<file path="src/rtl/zoi_dump_pkg.sv">
// zoi_dump_pkg -- shared types and helpers for the zoi_dump frame transmitter.
//
// Holds the FSM state enum, frame constants, flags-byte bit positions, the
// captured snapshot layout, and the two pure functions that turn a snapshot
// into frame bytes: frame_byte() selects the byte for an index, and
// frame_checksum() XORs bytes 0..12.

package zoi_dump_pkg;

   typedef enum logic {
      IDLE = 1'b0,
      SEND = 1'b1
   } state_e;

   localparam logic [7:0] HEADER    = 8'hA5;
   localparam int         FRAME_LEN = 14;
   localparam int         IDX_W     = 4;
   localparam logic [IDX_W-1:0] LAST_IDX = IDX_W'(FRAME_LEN - 1);

   // Bit positions inside the flags byte (upper nibble is always zero).
   localparam int FLAG_REG_WRITE  = 0;
   localparam int FLAG_MEM_TO_REG = 1;
   localparam int FLAG_BRANCH     = 2;
   localparam int FLAG_MEM_WRITE  = 3;

   // One captured observation, already laid out in wire-byte terms.
   typedef struct packed {
      logic [7:0]  pc;
      logic [31:0] instruction;
      logic [7:0]  src_a;
      logic [7:0]  src_b;
      logic [7:0]  alu_result;
      logic [7:0]  result;
      logic [7:0]  write_data;
      logic [7:0]  read_data;
      logic [7:0]  flags;
      logic [7:0]  checksum;
   } snapshot_t;

   function automatic logic [7:0] frame_byte(input snapshot_t s,
                                             input logic [IDX_W-1:0] idx);
      logic [7:0] b;
      case (idx)
         4'd0:    b = HEADER;
         4'd1:    b = s.pc;
         4'd2:    b = s.instruction[7:0];
         4'd3:    b = s.instruction[15:8];
         4'd4:    b = s.instruction[23:16];
         4'd5:    b = s.instruction[31:24];
         4'd6:    b = s.src_a;
         4'd7:    b = s.src_b;
         4'd8:    b = s.alu_result;
         4'd9:    b = s.result;
         4'd10:   b = s.write_data;
         4'd11:   b = s.read_data;
         4'd12:   b = s.flags;
         4'd13:   b = s.checksum;
         default: b = 8'h00;
      endcase
      return b;
   endfunction

   // XOR of the header and every payload byte; the stored checksum field
   // itself is never part of the sum.
   function automatic logic [7:0] frame_checksum(input snapshot_t s);
      logic [7:0] acc;
      acc = 8'h00;
      for (int i = 0; i < FRAME_LEN - 1; i++) begin
         acc ^= frame_byte(s, IDX_W'(i));
      end
      return acc;
   endfunction

endpackage

</file>
<file path="src/rtl/zoi_dump.sv">
// zoi_dump -- frame transmitter for CPU observation data.
//
// On a single-step pulse the observed CPU signals are captured into a
// snapshot (checksum included) and sent as a fixed 14-byte frame over a
// valid/ready byte stream. Steps that arrive while a frame is still in
// flight are dropped and counted; a step coinciding with the final-byte
// handshake starts the next frame back-to-back.
//
// Ports:
//   clock, reset         rising-edge clock, synchronous active-high reset
//   step                 one-cycle capture request
//   pc, instruction,
//   SrcA .. ReadData,
//   MemWrite .. RegWrite observed CPU signals (sampled only on capture)
//   tx_data, tx_valid    outbound byte stream (registered)
//   tx_ready             consumer accepts when tx_valid && tx_ready
//   busy                 frame captured and not yet fully accepted
//   overrun_cnt          saturating count of dropped steps

module zoi_dump
   import zoi_dump_pkg::*;
#(
   parameter int NBITS    = 8,
   parameter int OVR_BITS = 8
) (
   input  logic                clock,
   input  logic                reset,
   input  logic                step,
   input  logic [NBITS-1:0]    pc,
   input  logic [31:0]         instruction,
   input  logic [NBITS-1:0]    SrcA,
   input  logic [NBITS-1:0]    SrcB,
   input  logic [NBITS-1:0]    ALUResult,
   input  logic [NBITS-1:0]    Result,
   input  logic [NBITS-1:0]    WriteData,
   input  logic [NBITS-1:0]    ReadData,
   input  logic                MemWrite,
   input  logic                Branch,
   input  logic                MemtoReg,
   input  logic                RegWrite,
   output logic [7:0]          tx_data,
   output logic                tx_valid,
   input  logic                tx_ready,
   output logic                busy,
   output logic [OVR_BITS-1:0] overrun_cnt
);

   state_e              state_q,       state_d;
   logic [IDX_W-1:0]    idx_q,         idx_d;
   snapshot_t           snap_q,        snap_d;
   logic [7:0]          tx_data_q,     tx_data_d;
   logic                tx_valid_q,    tx_valid_d;
   logic                busy_q,        busy_d;
   logic [OVR_BITS-1:0] overrun_cnt_q, overrun_cnt_d;

   snapshot_t           capture;
   logic                handshake;
   logic                last_handshake;

   // Snapshot as it would be captured this cycle, checksum precomputed so
   // it never has to be recomputed while bytes are going out.
   always_comb begin
      // NOTE: every always_comb output gets a default first so no path can
      // leave it unassigned and infer a latch.
      capture             = '0;
      capture.pc          = pc;
      capture.instruction = instruction;
      capture.src_a       = SrcA;
      capture.src_b       = SrcB;
      capture.alu_result  = ALUResult;
      capture.result      = Result;
      capture.write_data  = WriteData;
      capture.read_data   = ReadData;
      capture.flags[FLAG_REG_WRITE]  = RegWrite;
      capture.flags[FLAG_MEM_TO_REG] = MemtoReg;
      capture.flags[FLAG_BRANCH]     = Branch;
      capture.flags[FLAG_MEM_WRITE]  = MemWrite;
      capture.checksum    = frame_checksum(capture);
   end

   assign handshake      = tx_valid_q && tx_ready;
   assign last_handshake = handshake && (idx_q == LAST_IDX);

   always_comb begin
      state_d       = state_q;
      idx_d         = idx_q;
      snap_d        = snap_q;
      overrun_cnt_d = overrun_cnt_q;

      case (state_q)
         IDLE: begin
            if (step) begin
               snap_d  = capture;
               idx_d   = '0;
               state_d = SEND;
            end
         end
         SEND: begin
            if (last_handshake) begin
               idx_d = '0;
               if (step) begin
                  // Back-to-back: next frame starts without an IDLE cycle.
                  snap_d = capture;
               end else begin
                  state_d = IDLE;
               end
            end else begin
               if (handshake) begin
                  idx_d = idx_q + 1'b1;
               end
               if (step && (overrun_cnt_q != '1)) begin
                  overrun_cnt_d = overrun_cnt_q + 1'b1;
               end
            end
         end
         default: state_d = IDLE;
      endcase

      // Outputs are derived from next state so they can be registered
      // without adding a cycle of latency after the step.
      tx_valid_d = (state_d == SEND);
      busy_d     = (state_d == SEND);
      tx_data_d  = (state_d == SEND) ? frame_byte(snap_d, idx_d) : 8'h00;
   end

   // NOTE: sequential state uses non-blocking assignments only, so every
   // flop samples the pre-edge values regardless of statement order.
   always_ff @(posedge clock) begin
      if (reset) begin
         state_q       <= IDLE;
         idx_q         <= '0;
         // NOTE: the snapshot register is cleared on reset too, so a fresh
         // block never exposes stale capture contents.
         snap_q        <= '0;
         tx_data_q     <= 8'h00;
         tx_valid_q    <= 1'b0;
         busy_q        <= 1'b0;
         overrun_cnt_q <= '0;
      end else begin
         state_q       <= state_d;
         idx_q         <= idx_d;
         snap_q        <= snap_d;
         tx_data_q     <= tx_data_d;
         tx_valid_q    <= tx_valid_d;
         busy_q        <= busy_d;
         overrun_cnt_q <= overrun_cnt_d;
      end
   end

   assign tx_data     = tx_data_q;
   assign tx_valid    = tx_valid_q;
   assign busy        = busy_q;
   assign overrun_cnt = overrun_cnt_q;

endmodule
</file>
<file path="config.mk">
export PLATFORM = sky130hd
export DESIGN_NAME = zoi_dump
export DESIGN_NICKNAME = d
export VERILOG_FILES = /design/src/rtl/zoi_dump_pkg.sv /design/src/rtl/zoi_dump.sv
export SDC_FILE = /design/constraint.sdc
export NUM_CORES = 1
export LEC_CHECK = 0
export ABC_AREA = 1
export CAP_MARGIN = 20
export CORE_ASPECT_RATIO = 1.4
export CORE_MARGIN = 4
export CORE_UTILIZATION = 50
export CTS_CLUSTER_DIAMETER = 40
export CTS_CLUSTER_SIZE = 8
export DETAILED_ROUTE_END_ITERATION = 16
export GPL_TIMING_DRIVEN = 0
export PLACE_DENSITY = 0.83
export SETUP_SLACK_MARGIN = 0.1
export SLEW_MARGIN = 20
export SYNTH_ARGS = -nofsm -noshare
export SYNTH_HDL_FRONTEND = slang
export SYNTH_SLANG_ARGS = --single-unit
</file>
<file path="constraint.sdc">
create_clock -name clock -period 1.83 [get_ports clock]
set_input_delay 0.183 -clock clock [delete_from_list [all_inputs] [get_ports clock]]
set_output_delay 0.183 -clock clock [all_outputs]
set_load 0.01 [all_outputs]
</file>
==> impl_results.md <==
- Status: finished, violations left
- Failing checks: negative setup slack
- Synth area leaders: dfxtp_1, nand2_1, nand3_1
- Vias in the first global route: 8843
- Gr usage total: 33.4%
- Die height: 152 microns
- Cell family with most CP delay: simple AND/OR/NAND/NOR gates
- Clk network pwr share: 43.6%
- Critical path endpoint category: register
- Area growth syn-to-layout: 45.0%
- Setup TNS: -4.02 ns
- Final setup fails: 23
- Total grt overflow: 0
- Most frequent cells in the layout: nand2_1, dfxtp_1, nand3_1, inv_1, nor2_1
- R2R setup slack: -0.47 ns
- Cell Area, Synth: 7390 sq um
- Final ANT Viol Nets: 0
- Longest Clk Path Bufs: 2
- Yosys top cell area share: 33.9%
- Initial DRT Pass Iterations: 9
- I/O pin total: 114
- Non-Filler Instances: 1596
- Yosys cell types: 33
- Cell Chain, Critical Path: ha_4 > nand2_4 > nor2_4 > nor2_4 > nand3_2 > nand2_4 > buf_8 > nand2_8 > nor2_4 > buf_6 > nand2_4 > nand2_2 > nor2_2 > nand2_1 > nor2_1 > nor2_1
- Drt wl/cell: 20.1 microns
- Leakage power: 5.23 nW
- Clock latency on the worst-skew pair: 0.44 ns
- Area leader, netlist: dfxtp_1
- Critical Path Start Type: register
- H-tree levels: 4
- Net switching power: 0.00246 W
- Filler cells: 967
- Synth warn: 0
- CTS tree: built
- Number of port buffers: 111
- Vias/cell: 5.90
- Die area: 16800 sq um
- Period minus WS final: 2.30 ns
- Kind of critical path: register to register
- Mapped Nets: 1313
- CP Max Fanout: 7
- Starting density of the core: 50.9%
- Routed wire length: 32.1 mm
- Worst vdd ir: 0.598 mV
- DR vias: 9417
- Antenna Cells: 0
- Synthesized flop and latch total: 125
- Residual DRC: 0
- GP Congestion: 0.956
- Core area: 14500 sq um
- Pwr Total: 0.00834 W
- Comb pwr share: 21.4%
- # rows: 52
- CP bufs+invs: 2
- Slew HR: 32.7%
- Int Power: 0.00587 W
- Placed cell count: 1514
- Layout cells sized above 1: 17.9%
- Pwr Density: 778 nW/um^2
- Arrival time of the worst setup path: 2.66 ns
- Final Util: 73.9%
- Total CTS buffers: 17
- Worst Skew: 0.0137 ns
- Max Cap Viol: 0
- RSZ-0062 raised after global routing: true
- WP data required: 2.19 ns
- Mapped Cells: 1214
- Final Hold Viols: 0
- Root buffer cell: clkbuf_16
- Max Fclk: 0.435 GHz
- Syn Area/Cell: 6.09 sq um
- Post-CTS Hold Buffers: 0
- Worst Tran Pin Value: 1.01 ns
- Clk sink count: 125
- Fin crit share: 126%
- Post-DP HPWL: 17.9 mm
- First-pass GRT wire length: 44.7 mm
- Max incr delay on CP: 0.37 ns
- Starting DRT DRC Count: 1483
- CP max stage cell: dfxtp_4
- Pin count of the biggest net entering global routing: 17
- Nets: 1493
- Sequential share of the synthesized area: 33.9%
- Fin worst setup slack: -0.468 ns
- Slew Limit Fails: 0
- Most common cell after layout, fill and taps aside: nand2_1
- Initial antenna violation count: 0
- Sw Ratio: 29.6%
- Die W: 111 microns
- Clk slew on worst S/H paths: 0.07 ns
- Worst min path class: input port to register
- Setup Slack @ Placement: -0.830 ns
- Seq pwr share: 35.1%
==> per-stage QoR <==
stage	hold WS, ns	instance area [sq um]
finish	0.150	10700
CTS	0.0835	10300
global placement	0.432	8800
detailed placement	0.440	8800
floorplan	0.346	7450
global route	0.178	10700
==> repair_timing <==
item,4_1_cts,5_1_grt
pin swaps,26,45
cloned,1,3
setup endpoints to repair,116,60
setup buffers,40,6
gates resized for setup,142,90
==> Yosys cell counts <==
library cell / count
dfxtp_1: 125
o21ai_0: 7
nor2_4: 2
buf_4: 7
and3_1: 1
nand3_1: 134
ha_1: 3
a21oi_1: 55
o21ai_1: 37
nand2_2: 4
nand3b_1: 1
nand2_1: 448
o21ai_2: 1
nor2_1: 124
inv_1: 121
nor2_2: 7
xor2_1: 21
mux2i_1: 3
or2_2: 11
inv_2: 6
buf_2: 27
a211oi_1: 1
nor3b_1: 1
nor3_1: 6
o21a_1: 5
a21oi_2: 1
nand2_4: 1
xnor2_1: 24
buf_6: 2
nand4_1: 11
clkbuf_1: 14
or2_0: 1
o21bai_1: 2
==> layout make-up <==
type	instances	area, sq um	share of cell area [%]
flip-flops and latches	125	2510	23.4
well taps	189	236	2.21
multi-input cells	912	4690	43.8
clock buffers	17	425	3.97
inverters	127	507	4.73
clock inverters	15	198	1.84
repair buffers	161	1640	15.3
plain buffers	50	504	4.70
==> state kept, by name, summed over array words and instances, names as in the netlist <==
signal       count
busy             1
idx_q            4
overrun_cnt      8
snap_q         104
tx_data          8
==> power by group through the flow <==
stage          registers (W)  clock network, W  logic [W]
3_3_place_gp         0.00297                 0    0.00139
6_report             0.00292           0.00363    0.00178
5_1_grt              0.00293           0.00369    0.00190
2_1_floorplan        0.00297                 0   0.000850
4_1_cts              0.00292           0.00354    0.00160
3_5_place_dp         0.00297                 0    0.00142
==> layer usage <==
metal	vias to the layer above	GRT usage [%]	part of all wire [%]
met5	-	0	0
li1	4161	-	-
met2	815	54.6	45
met1	4147	36.2	32
met4	0	23.9	9.4
met3	294	10.8	14
==> path summary, 6_finish.rpt <==
check,start,end,cells past startpoint
max,idx_q[0],tx_data[3],16
min,reset,busy,2
max reg2reg,idx_q[0],tx_data[3],16
min reg2reg,snap_q[80],snap_q[80],2
==> cells by family (layout without fill, tap and decap cells) <==
kind of cell	after synthesis	after routing	share of synthesized area, %
XOR/XNOR	45	45	5.33
flip-flops	125	125	33.9
AO/OA/AOI/OAI	109	109	7.75
buffers and inverters	177	370	10.0
multiplexers	3	3	0.406
adder cells (fa/ha/maj)	3	3	0.508
AND/OR/NAND/NOR	752	752	42.1
Power figures use the tool's default switching activity.
